## config.mk

```make
export PLATFORM = sky130hd
export DESIGN_NAME = argmax_classifier
export DESIGN_NICKNAME = d
export VERILOG_FILES = /design/src/rtl/argmax_classifier.sv
export SDC_FILE = /design/constraint.sdc
export NUM_CORES = 1
export LEC_CHECK = 0
export CAP_MARGIN = 0
export CORE_ASPECT_RATIO = 1.75
export CORE_UTILIZATION = 49
export DETAILED_ROUTE_END_ITERATION = 16
export DONT_BUFFER_PORTS = 1
export GPL_ROUTABILITY_DRIVEN = 0
export SYNTH_ARGS = -nofsm -noshare
export SYNTH_HDL_FRONTEND = slang
export SYNTH_SLANG_ARGS = --single-unit
```

## constraint.sdc

```tcl
create_clock -name clk -period 3.6 [get_ports clk]
set_input_delay 0.18 -clock clk [delete_from_list [all_inputs] [get_ports clk]]
set_output_delay 0.18 -clock clk [all_outputs]
set_load 0.1 [all_outputs]
```

## src/rtl/argmax_classifier.sv

```systemverilog
// argmax_classifier
//   Back end of the final dense layer. After a start pulse it waits for the
//   serial accumulation and ReLU to settle. It then snapshots the score vector
//   and scans it one entry per cycle for the largest signed score. The winning
//   class index is offered on a valid/ready handshake.
//
// Ports
//   clk          clock, all logic on posedge
//   rst          synchronous reset, active-high
//   start        1-cycle pulse: final layer begins accumulating this cycle
//   scores_in    signed score vector, entry i in scores_in[i]
//   class_ready  downstream accepts result
//   class_valid  class_idx holds a valid result
//   class_idx    index of the max score (lowest index wins ties)
//   class_score  best score, only present when ARGMAX_SCORE_OUT_EN is defined
//   busy         high whenever the FSM is not idle
//
// Build option
//   ARGMAX_SCORE_OUT_EN : adds the class_score output port.
//
// state | meaning
// ------+------------------------------------------------------------
// IDLE  | waiting for start
// WAIT  | settle timer running; snapshot taken on terminal count
// SCAN  | compare one snapshot entry per cycle against the running best
// HOLD  | result presented until class_valid && class_ready

module argmax_classifier #(
  parameter int DATA_WIDTH = 16,
  parameter int OUT_SIZE   = 3,
  parameter int SETTLE_CYC = 34,
  parameter int CLASS_W    = 2
) (
  input  logic                                clk,
  input  logic                                rst,
  input  logic                                start,
  input  logic [OUT_SIZE-1:0][DATA_WIDTH-1:0] scores_in,
  input  logic                                class_ready,
  output logic                                class_valid,
  output logic [CLASS_W-1:0]                  class_idx,
`ifdef ARGMAX_SCORE_OUT_EN
  output logic signed [DATA_WIDTH-1:0]        class_score,
`endif
  output logic                                busy
);

  typedef enum logic [1:0] {IDLE, WAIT, SCAN, HOLD} state_t;

  localparam int CNT_W = (SETTLE_CYC > 1) ? $clog2(SETTLE_CYC) : 1;
  // The settle timer counts down; the snapshot happens on the cycle it reads zero.
  localparam logic [CNT_W-1:0]   CNT_LOAD = CNT_W'(SETTLE_CYC - 1);
  localparam logic [CLASS_W-1:0] IDX_LAST = CLASS_W'(OUT_SIZE - 1);

  state_t                        state, state_d;
  logic [CNT_W-1:0]              cnt, cnt_d;
  logic [CLASS_W-1:0]            idx, idx_d;
  logic [CLASS_W-1:0]            best_idx, best_idx_d;
  logic signed [DATA_WIDTH-1:0]  best, best_d;
  logic                          valid_d;
  logic [CLASS_W-1:0]            class_idx_d;
  logic                          snap_ld;
  logic signed [DATA_WIDTH-1:0]  snap [OUT_SIZE];
  logic                          better;

  // Strict compare keeps the earlier (lower) index on ties.
  assign better = (snap[idx] > best);

  always_comb begin
    state_d     = state;
    cnt_d       = cnt;
    idx_d       = idx;
    best_d      = best;
    best_idx_d  = best_idx;
    valid_d     = class_valid;
    class_idx_d = class_idx;
    snap_ld     = 1'b0;
    case (state)
      IDLE: begin
        if (start) begin
          state_d = WAIT;
          cnt_d   = CNT_LOAD;
        end
      end
      WAIT: begin
        if (start) begin
          cnt_d = CNT_LOAD;
        end else if (cnt == '0) begin
          snap_ld    = 1'b1;
          best_d     = $signed(scores_in[0]);
          best_idx_d = '0;
          idx_d      = CLASS_W'(1);
          if (OUT_SIZE == 1) begin
            state_d     = HOLD;
            valid_d     = 1'b1;
            class_idx_d = '0;
          end else begin
            state_d = SCAN;
          end
        end else begin
          cnt_d = cnt - 1'b1;
        end
      end
      SCAN: begin
        if (start) begin
          state_d = WAIT;
          cnt_d   = CNT_LOAD;
        end else begin
          if (better) begin
            best_d     = snap[idx];
            best_idx_d = idx;
          end
          if (idx == IDX_LAST) begin
            state_d     = HOLD;
            valid_d     = 1'b1;
            class_idx_d = better ? idx : best_idx;
          end else begin
            idx_d = idx + 1'b1;
          end
        end
      end
      HOLD: begin
        // start is only honoured here when the handshake completes in the same cycle.
        if (class_ready) begin
          valid_d = 1'b0;
          cnt_d   = CNT_LOAD;
          state_d = start ? WAIT : IDLE;
        end
      end
      default: state_d = IDLE;
    endcase
  end

  always_ff @(posedge clk) begin
    if (rst) begin
      state       <= IDLE;
      cnt         <= '0;
      idx         <= '0;
      best        <= '0;
      best_idx    <= '0;
      class_valid <= 1'b0;
      class_idx   <= '0;
      busy        <= 1'b0;
    end else begin
      state       <= state_d;
      cnt         <= cnt_d;
      idx         <= idx_d;
      best        <= best_d;
      best_idx    <= best_idx_d;
      class_valid <= valid_d;
      class_idx   <= class_idx_d;
      busy        <= (state_d != IDLE);
    end
  end

  always_ff @(posedge clk) begin
    if (rst) begin
      for (int i = 0; i < OUT_SIZE; i++) snap[i] <= '0;
    end else if (snap_ld) begin
      for (int i = 0; i < OUT_SIZE; i++) snap[i] <= $signed(scores_in[i]);
    end
  end

`ifdef ARGMAX_SCORE_OUT_EN
  // Loaded together with class_idx on entry to HOLD; best_d is the final best then.
  always_ff @(posedge clk) begin
    if (rst) begin
      class_score <= '0;
    end else if (valid_d && !class_valid) begin
      class_score <= best_d;
    end
  end
`endif

endmodule

```

* Word level (Yosys, flattened, before mapping)
Memories as Yosys holds them, arrays and structs flattened. A register that Yosys moved wholly into a read port is not among the register bits.
Index checks and enable logic that the tools add are counted.
** Word-level totals
- Output and inout bits :: 4
- Register bits after elaboration :: 32
- Input port bits :: 52
- Memory bits (writable) :: 48
- Memories kept :: 1
- Logic and storage cells :: 86
** Memories
- snap :: depth 3, width 16, read ports 1, clocked after memory_dff 1, write ports 3, RTL line 62 : logic signed [DATA_WIDTH-1:0] snap [OUT_SIZE];
** Cells by class
- Bitwise logic cells :: 4
- Magnitude comparators :: 1
- Multiplexer cells :: 45
- Reduce and logical (&&, ||, !) cells :: 12
- Equal/unequal tests :: 13
- $add $sub $neg :: 2
** Operators by type and width (number)
- 16-bit two-way mux :: 7
- 2-bit two-way mux :: 16
- 16-bit case mux with 2 select lines :: 1
- 6-bit two-way mux :: 4
- 6-bit case mux with 3 select lines :: 1
- 16-bit greater-than comparator :: 1
- 2-bit != test (second input constant) :: 7
- 1-bit two-way mux :: 12
- 5-bit AND reduction :: 2
- 2-bit case mux with 2 select lines :: 2
- 2-bit case mux with 4 select lines :: 1
- 4-bit AND reduction :: 2
- 2-bit equality test (second input constant) :: 3
- 6-bit logical NOT :: 1
- 3-bit AND reduction :: 2
- 2-bit nonzero test :: 3
- 6-bit by 1-bit subtractor with 6-bit output (second input constant) :: 1
- 3-bit != test (second input constant) :: 1
- 1-bit OR :: 3
- 2-bit by 1-bit adder with 2-bit output (second input constant) :: 1
- 2-bit by 1-bit equality test with 1-bit output (second input constant) :: 1
- 2-bit logical NOT :: 1
- 2-bit by 1-bit != test with 1-bit output (second input constant) :: 1
- 1-bit case mux with 2 select lines :: 1
- other kinds (2) :: 2

* Logic depth before layout (Yosys ltp)
- Depth in word-level cells :: 8
- Mapped depth :: 14
- Depth with buffers taken out :: 11

* Worst setup path before layout
Ideal clock, no wire load.
- Path kind :: register to register
- Start point :: register with a tool-made name
- End point :: register best[13]
- Path slack :: 0.366 ns
- Cell stages (with the launch flop) :: 15
- Arrival :: 3.116 ns
- Library setup time :: 0.118 ns
- Buffers on the path :: 4
- Cells stage by stage :: dfxtp_1 clkbuf_1 buf_2 mux2i_1 o21ai_0 ha_1 nand4_2 nor2_1 or3_1 a211o_1 mux2_4 buf_6 nand2_4 buf_6 a21oi_2
** RTL lines
- end signal, assigned :: RTL line 147 : best <= best_d;
- end, declared :: RTL line 58 : logic signed [DATA_WIDTH-1:0] best, best_d;

==> results.md <==
- The area growth from synthesis to layout is 8.74%.
- The synthesized instance count is 390.
- For this run, the number of Yosys warnings is 0.
- The final route contains 2714 vias.
- Clock skew on the completed layout was measured at 7.20 ps.
- The number of flops mapped to enable cells by yosys is 48.
- Gates resized during post-CTS repair numbered 0.
- The number of buffers and inverters on the critical path is 1.
- At the end of the flow, the number of nets in the layout was 458.
- Dividing the detail-routed via count by the number of cells gives 5.61.
- Entering global routing, the biggest net connects 49 pins.
- The data required time of the worst path is 3790 ps.
- The count of different cell masters after synthesis is 41.
- The number of antenna violations at the first check in global routing is 0.
- The kind of critical path is register to register.
- The area of the mapped netlist is 4150 um^2.
- The number of antenna diodes in the final layout is 0.
- Setup repair after global routing left no endpoint under its margin.
- The flow ran to the end, and the final reports show no timing, DRC or antenna violations.
- The achievable clock frequency is 317 MHz.
- Clock latency on the worst-skew pair, taken at its later pin, is 340 ps.
- Measured along the x axis, the die boundary spans 71.6 um.
- The path class of the tightest hold or removal check is input port to register.
- The endpoint class of the critical path is a register.
- The largest total area in the synthesized netlist belongs to edfxtp_1.
- Subtracting the final worst setup slack from the clock period gives 3150 ps.
- The number of global-route vias before repair was 2597.
- For the pin with the worst max-slew slack, the measured transition is 1010 ps.
- The area after detailed placement is 4220 um^2.
- VDD sags by at most 298 uV.
- The slowest cell on the critical path is mux2_4.
- Wires add up to 7660 um.
- The number of primary I/O pins is 56.
- In the final routed layout, each cell accounts on average for 15.8 um.
- Dividing the final minimum period by the clock period gives 0.875.
- The flop and latch count out of synthesis is 82.
- STA puts the critical path data arrival time at 3340 ps.
- The number of setup violations in the final report is 0.
- The static leakage is 0.00161 uW.
- For this run, the slowest stage of the critical path takes 440 ps.
- The number of buffers inserted by port buffering is 0.
- The signal on the critical path passes through buf_4 > mux2i_1 > o21ai_0 > ha_1 > nand4_2 > nor2_1 > or3_1 > a211o_1 > mux2_4 > a221oi_2 > a311oi_1.
- The number of levels in the clock H-tree is 3.
- The kind of start point of the critical path is a register.
- The count of final hold-check violations is 0.
- The count of TritonRoute iterations in the first routing pass is 4.
- In the post-synthesis netlist, the biggest area contributors are edfxtp_1 35%, dfxtp_1 16%, mux2i_1 8.2%.
- Along the worst path, the maximum fanout reaches 20.
- In this run the remaining antenna-violating nets after routing total 0.
- The total congestion overflow after global routing is 0.
- In this run, the number of DRC markers left after iteration 0 of detailed routing was 160.
- Of the cells placed in the final design, the portion with a size suffix greater than 1 is 0.107.
- The final sum of negative setup slack is 0 ps.
- TritonCTS built the clock tree.
- The most used flip-flop cell after synthesis is edfxtp_1.
- In this run the tightest slew margin relative to its limit is 0.328.
- The total core area is 8260 um^2.
- The number of clock buffers added by TritonCTS is 9.
- The cell area power density is 503 nW/um^2.
- The area share of the largest cell type after synthesis is 0.347.
- The count of max-cap constraint violations is 0.
- The finished layout cell area is 4510 um^2.
- In this run the deepest clock path goes through 2 buffers.
- The die covers 8860 um^2.
- The number of nets handed over by synthesis was 460.
- For this run, the register share of the synthesized area comes to 0.511.
- The first global-routing pass estimated 12200 um of wire.
- The final-report max-slew violation count is 0.
- For this run, asynchronously set or reset flops after synthesis account for 0.
- For this run, design rule violations remaining after detail routing come to 0.
- The average instance in the mapped netlist occupies 10.6 um^2.
- Among cell families on the critical path, the largest total delay comes from compound AO/OA/AOI/OAI gates.
- The number of standard-cell rows in the floorplan is 44.
- The commonest cells after synthesis are 48 x and2_1, 48 x edfxtp_1, 34 x dfxtp_1, 34 x mux2i_1, 34 x nand2_1.
- The y dimension of the die is 124 um.
- The initial core utilization is 0.503.
- The clock slew at the register clock pins of the worst setup and hold paths is 60 ps.
- The global-route usage over all layers is 0.186.
- The number of clock sinks is 82.
- The buffer cell driving the clock tree root is clkbuf_16.
- The HPWL after detailed placement is 5540 um.
worst paths after layout:
path                       startpoint                        end  slack (ps)  depth (start not counted)
max                          register       best[0]$_SDFFE_PP0P_         450                         11
min                               rst      best[12]$_SDFFE_PP0P_           8                          2
max reg2reg                  register       best[0]$_SDFFE_PP0P_         450                         11
min reg2reg  best_idx[1]$_SDFFE_PP0P_  class_idx[1]$_SDFFE_PP0P_         480                          2
state kept, by name (all words and copies together) (netlist names), named ones only:
register     cells
snap            48
state            2
idx              2
best_idx         2
class_idx        2
busy             1
cnt              6
best            16
class_valid      1
cell usage in the layout (no fill, tap or decap), types with 2 or more instances in the layout:
| cell | n |
|---|---|
| a211oi_1 | 3 |
| a21oi_1 | 17 |
| a21oi_2 | 15 |
| a31o_1 | 15 |
| a31oi_1 | 3 |
| and2_1 | 48 |
| buf_4 | 6 |
| clkbuf_16 | 9 |
| clkinv_1 | 2 |
| dfxtp_1 | 34 |
| edfxtp_1 | 48 |
| ha_1 | 18 |
| inv_1 | 23 |
| mux2i_1 | 34 |
| nand2_1 | 33 |
| nand2b_1 | 2 |
| nand3_1 | 8 |
| nor2_1 | 20 |
| nor2_2 | 2 |
| nor3_1 | 2 |
| nor4_1 | 3 |
| o21ai_0 | 18 |
| xnor2_1 | 4 |
routing by layer:
layer | vias up | wire (um) | global-route usage
li1 | 1375 | - | -
met1 | 1270 | 3350 | 0.211
met2 | 55 | 3830 | 0.324
met3 | 14 | 220 | 0.0259
met4 | 0 | 253 | 0.121
met5 | - | 0 | 0
per-stage QoR:
step / power [uW] / cells / setup slack, ps / hold WS [ps] / util
after floorplan: 1340 / 390 / 366 / 378 / -
after global placement: 1400 / 468 / 449 / 253 / 0.511
after detailed placement: 1400 / 468 / 423 / 255 / 0.511
after CTS: 2290 / 484 / 418 / 0.908 / 0.547
after global routing: 2370 / 484 / 273 / 7.67 / 0.547
final: 2270 / 484 / 448 / 8.25 / 0.547
cell families after synthesis:
family / synth area share
AO/OA/AOI/OAI: 0.133
XOR/XNOR: 0.00844
adder cells (fa/ha/maj): 0.0543
buffers and inverters: 0.0446
flip-flops: 0.511
multiplexers: 0.0883
AND/OR/NAND/NOR: 0.160
what timing repair did:
item / CTS / global route
hold endpoints to repair: 21 / 0
hold buffers: 1 / 0
setup buffers: 0 / 0
worst reg2reg max path, stage by stage (launching register included):
cell,delay (ps)
dfxtp_1,300
buf_4,270
mux2i_1,120
o21ai_0,310
ha_1,360
nand4_2,160
nor2_1,60
or3_1,360
a211o_1,300
mux2_4,440
a221oi_2,250
a311oi_1,70
final cells by class:
cell class | count | area, um^2
fill | 770 | 3740
sequential | 82 | 2120
multi-input combinational | 265 | 1850
clock buffer | 9 | 225
tap | 92 | 115
inverter | 23 | 86.3
clock inverter | 6 | 58.8
timing repair buffer | 7 | 55.1
power breakdown:
part | switching (uW) | internal (uW) | total, uW
clock | 359 | 528 | 887
sequential | 34.0 | 1050 | 1080
combinational | 174 | 124 | 298
Note: power is estimated with default switching activity, not from simulation.
